<file path="src/rtl/lab06_if_pkg.sv">
// lab06_if_pkg: shared widths, FSM state and result type for the lab06_4 interface
package lab06_if_pkg;
  localparam int NUMBER_W = 4;
  localparam int MODE_W = 2;
  localparam int RESULT_W = 6;
  typedef enum logic [1:0] {IDLE, SEND, WAIT, DONE} state_t;
  typedef logic signed [RESULT_W-1:0] result_t;
endpackage

</file>
<file path="src/rtl/lab06_nibble_shifter.sv">
// lab06_nibble_shifter: parallel-load operand register that shifts out one nibble per beat
// Zero fill on shift leaves the low nibble at 0 once every loaded beat has gone out.
module lab06_nibble_shifter
  import lab06_if_pkg::*;
#(
  parameter int NUM_BEATS = 4
) (
  input  logic                          clk,
  input  logic                          rst_n,
  input  logic                          load_i,
  input  logic                          shift_i,
  input  logic [NUMBER_W*NUM_BEATS-1:0] data_i,
  output logic [NUMBER_W-1:0]           nibble_o,
  output logic                          last_beat_o
);
  logic [NUMBER_W*NUM_BEATS-1:0] sh_q, sh_d;
  logic [3:0] cnt_q, cnt_d;
  assign nibble_o = sh_q[NUMBER_W-1:0];
  assign last_beat_o = cnt_q == 4'(NUM_BEATS - 1);
  always_comb begin
    sh_d = load_i ? data_i : shift_i ? sh_q >> NUMBER_W : sh_q;
    cnt_d = (load_i || (shift_i && last_beat_o)) ? '0 : shift_i ? cnt_q + 4'd1 : cnt_q;
  end
  always_ff @(posedge clk or negedge rst_n)
    if (!rst_n) begin
      sh_q <= '0;
      cnt_q <= '0;
    end else begin
      sh_q <= sh_d;
      cnt_q <= cnt_d;
    end
endmodule

</file>
<file path="src/rtl/lab06_stim_driver.sv">
// lab06_stim_driver: initiator that serializes one operand vector and waits for the result
// Every output is a flop; strobes are derived from the next state so they line up with it.
module lab06_stim_driver
  import lab06_if_pkg::*;
#(
  parameter int NUM_BEATS = 4,
  parameter int TIMEOUT = 16
) (
  input  logic                          clk,
  input  logic                          rst_n,
  input  logic                          start,
  input  logic [MODE_W-1:0]             cfg_mode,
  input  logic [NUMBER_W*NUM_BEATS-1:0] cfg_numbers,
  output logic                          busy,
  output logic                          done,
  output logic signed [RESULT_W-1:0]    result,
  output logic                          timeout_err,
  output logic                          in_valid,
  output logic [NUMBER_W-1:0]           in_number,
  output logic [MODE_W-1:0]             mode,
  input  logic                          out_valid,
  input  logic signed [RESULT_W-1:0]    out_result
);
  state_t state_q, state_d;
  logic [7:0] tmo_q, tmo_d;
  result_t result_q, result_d;
  logic terr_q, terr_d;
  logic [MODE_W-1:0] mode_q, mode_d;
  logic busy_q, done_q, in_valid_q;
  logic accept, last_beat;
  assign accept = state_q == IDLE && start;
  lab06_nibble_shifter #(.NUM_BEATS(NUM_BEATS)) u_shifter (
    .clk        (clk),
    .rst_n      (rst_n),
    .load_i     (accept),
    .shift_i    (state_q == SEND),
    .data_i     (cfg_numbers),
    .nibble_o   (in_number),
    .last_beat_o(last_beat)
  );
  always_comb begin
    state_d = state_q;
    tmo_d = tmo_q;
    result_d = result_q;
    terr_d = terr_q;
    mode_d = accept ? cfg_mode : '0;
    unique case (state_q)
      IDLE: if (start) begin
        state_d = SEND;
        terr_d = 1'b0;
      end
      SEND: begin
        tmo_d = '0;
        if (last_beat) state_d = WAIT;
      end
      WAIT: if (out_valid) begin
        state_d = DONE;
        result_d = out_result;
        terr_d = 1'b0;
      end else if (tmo_q == 8'(TIMEOUT - 1)) begin
        state_d = DONE;
        result_d = '0;
        terr_d = 1'b1;
      end else begin
        tmo_d = tmo_q + 8'd1;
      end
      DONE: state_d = IDLE;
      default: state_d = IDLE;
    endcase
  end
  always_ff @(posedge clk or negedge rst_n)
    if (!rst_n) begin
      state_q <= IDLE;
      tmo_q <= '0;
      result_q <= '0;
      terr_q <= 1'b0;
      mode_q <= '0;
      busy_q <= 1'b0;
      done_q <= 1'b0;
      in_valid_q <= 1'b0;
    end else begin
      state_q <= state_d;
      tmo_q <= tmo_d;
      result_q <= result_d;
      terr_q <= terr_d;
      mode_q <= mode_d;
      busy_q <= state_d == SEND || state_d == WAIT;
      done_q <= state_d == DONE;
      in_valid_q <= state_d == SEND;
    end
  assign busy = busy_q;
  assign done = done_q;
  assign result = result_q;
  assign timeout_err = terr_q;
  assign in_valid = in_valid_q;
  assign mode = mode_q;
endmodule

</file>
<file path="config.mk">
export PLATFORM = sky130hd
export DESIGN_NAME = lab06_stim_driver
export DESIGN_NICKNAME = d
export VERILOG_FILES = /design/src/rtl/lab06_if_pkg.sv /design/src/rtl/lab06_nibble_shifter.sv /design/src/rtl/lab06_stim_driver.sv
export SDC_FILE = /design/constraint.sdc
export NUM_CORES = 1
export LEC_CHECK = 0
export ABC_AREA = 1
export BUFFER_PORTS_ARGS = -buffer_cell sky130_fd_sc_hd__clkbuf_2
export CORE_MARGIN = 3
export CORE_UTILIZATION = 48
export DETAILED_ROUTE_END_ITERATION = 16
export PLACE_DENSITY = 0.75
export SLEW_MARGIN = 10
export SYNTH_ARGS = -nofsm -noshare
export SYNTH_HDL_FRONTEND = slang
export SYNTH_SLANG_ARGS = --single-unit
</file>
<file path="constraint.sdc">
create_clock -name clk -period 1.4 [get_ports clk]
set_clock_uncertainty 0.15 [all_clocks]
set_input_delay 0.21 -clock clk [delete_from_list [all_inputs] [get_ports clk]]
set_output_delay 0.21 -clock clk [all_outputs]
set_load 0.05 [all_outputs]
</file>
==> run metrics <==
Clock Power Share=between 10% and 20%; Row Count=22; P per Cell Area=1980 nW/um^2; vias in the first global route=around 1800; internal power=3.22 mW; Max Freq=between 600 and 700 MHz; post-synthesis cell area=1980 um^2; layout cell share with drive strength beyond 1=36.2%; Final Hold Viols=2; largest cells by area after synthesis=dfrtp_1 (53%), nand2_1 (12%), nand3_1 (5.8%), inv_1 (4.9%), nor2_1 (4.0%); Slew HR=80.9%; CTS sink cnt=42; hold crit path type=in2reg; synthesized net count=264; First-pass DRT Iterations=11; die width=between 70 and 80 um; Tcrit/Tclk final=111%; initial antenna violation count=1; Initial Utilization=51.7%; CTS root buf=clkbuf_8; synthesized flop and latch total=42; Non-Filler Instances=roughly 380; Num CTS Buffers=5; Logic pwr share=around 53%; post-route cell area=2920 um^2; Placeable Area=3830 um^2; max cap viols=0; power share of the sequential group=31.0%; DR DRC count=1; Min Hold Slack=-0.858 ps; final-report max-slew violation count=0; WL per Instance=between 10 and 15 um; IO Port Bufs=43; Detail Placement HPWL=2.90 mm; RSZ-0062 raised after global routing=yes; post-synthesis cell type count=24; Setup crit start kind=flip-flop; Starting DRT DRC Count=138; fin worst setup slack=-151 ps; status=finished, violations left; layout net count=357; most frequent cells in the layout=nand2_1 (61), clkbuf_2 (43), dfrtp_1 (40); min cycle time layout=about 1600 ps; most common cell after layout, fill and taps aside=nand2_1; vias per cell=5.06; Crit. End Element=flip-flop; required time worst endpoint=1430 ps; ANT nets after route=0; Die H=70.2 um; Synth top area share=53.1%; via count=1899; htree depth=2; yosys warns=0; GRT Residual Overflow=0; TritonCTS clock tree=done; switching power=2.56 mW; pre-CTS setup slack=-111 ps; switching portion of total power=44.3%; Worst-path clk slew=80 ps; RePlAce Congestion=0.802; clock buffer depth=2; largest net degree at the start of global routing=43; violated checks=DRC, hold timing, setup timing; Leak Pwr=1.44 nW; slew of the pin with the lowest slew margin=287 ps; first-pass GRT wire length=7.89 mm; final setup vio count=20; post-synth top area cell=dfrtp_1; Worst VDD drop=1.65 mV; Worst Path Max Fanout=3; Synth Instances=232; Total Wirelength=5.26 mm; syn avg cell area=8.53 um^2; placed cells=339; Post-Place Cell Area=approximately 2400 um^2; Worst EP arrival=about 1600 ps; Total GRT Usage=20.1%; total power=5.78 mW; Clock Latency Late Sink=just under 300 ps; Crit Path Class=reg2reg; IO Pins=44; die area=roughly 4900 um^2; P&R area growth vs syn=47.7%; register area share after synthesis=53.1%
final cells by class:
cell class | count | area, um^2
fill | 238 | 902
inverter | 30 | 119
multi-input combinational | 150 | 871
clock inverter | 1 | 30.0
sequential | 42 | 1050
antenna | 1 | 2.50
timing repair buffer | 96 | 712
clock buffer | 7 | 76.3
tap | 48 | 60.1
cells in the mapped netlist (all sizes together):
library cell   n
inv           30
o21bai         1
nor3           2
dfrtp         42
nand3         24
nand2         68
nor3b          1
buf           10
o21ai         10
o211ai         5
o221ai         8
a21oi          2
ha             4
xor2           2
nor2          23
power groups by stage:
stage,clock [mW],sequential [mW],combinational [mW]
final,0.940,1.80,3.05
after global routing,1.00,1.84,3.29
after CTS,0.947,1.78,2.54
after detailed placement,0,1.80,2.45
after global placement,0,1.78,2.42
after floorplan,0,2.26,1.28
cells by family after synthesis:
logic type | count (synthesis) | share of synthesized area [%]
and+or+nand+nor | 118 | 25.7
DFF | 42 | 53.1
buffers and inverters | 40 | 8.91
AOI/OAI and AO/OA | 26 | 8.85
adders and majority gates | 4 | 2.53
xor gates and xnor gates | 2 | 0.885
through the flow:
step	utilization (%)	hold slack, ps	setup TNS (ps)
floorplan	-	-236	-112
global placement	63.0	51.1	-83.3
detailed placement	63.0	51.4	-553
CTS	71.7	4.72	-588
global route	76.4	4.56	-2950
finish	76.4	-0.858	-658
repair_timing:
action	in CTS	in global routing
hold buffers	20	0
endpoints found under the hold margin	61	0
pin swaps	7	12
resized for setup	4	31
setup buffers	0	6
endpoints found under the setup margin	18	26
cloned	0	1
worst paths after layout:
check                                   start                 end  slack, ps  cells after the start
min in group asynchronous               rst_n  u_shifter.sh_q[14]        280                      3
max in group asynchronous               rst_n          state_q[1]        600                      3
max reg2reg                u_shifter.cnt_q[1]                busy       -150                      6
min reg2reg                         result[3]           result[3]        320                      2
min                            cfg_numbers[1]   u_shifter.sh_q[1]       -0.9                      3
max                        u_shifter.cnt_q[1]                busy       -150                      6
critical path, stage by stage, from the launching register on:
cell and delay, ps:
dfrtp_1 380, ha_2 200, nand3_2 100, nor2_2 50, nor2_1 180, inv_1 130, ha_4 250
state kept, by name, indices dropped and copies added, names as in the netlist:
register / cells
done: 1
result: 6
u_shifter.sh_q: 16
tmo_q: 8
state_q: 2
u_shifter.cnt_q: 4
busy: 1
mode: 2
in_valid: 1
timeout_err: 1
metal layers:
| layer | GRT usage, % | part of all wire (%) | vias up |
|---|---|---|---|
| li1 | - | - | 928 |
| met1 | 25.8 | 41 | 893 |
| met2 | 32.2 | 52 | 64 |
| met3 | 4.89 | 4.9 | 14 |
| met4 | 8.51 | 2.7 | 0 |
| met5 | 0 | 0 | - |
(Power assumes the default switching activity.)
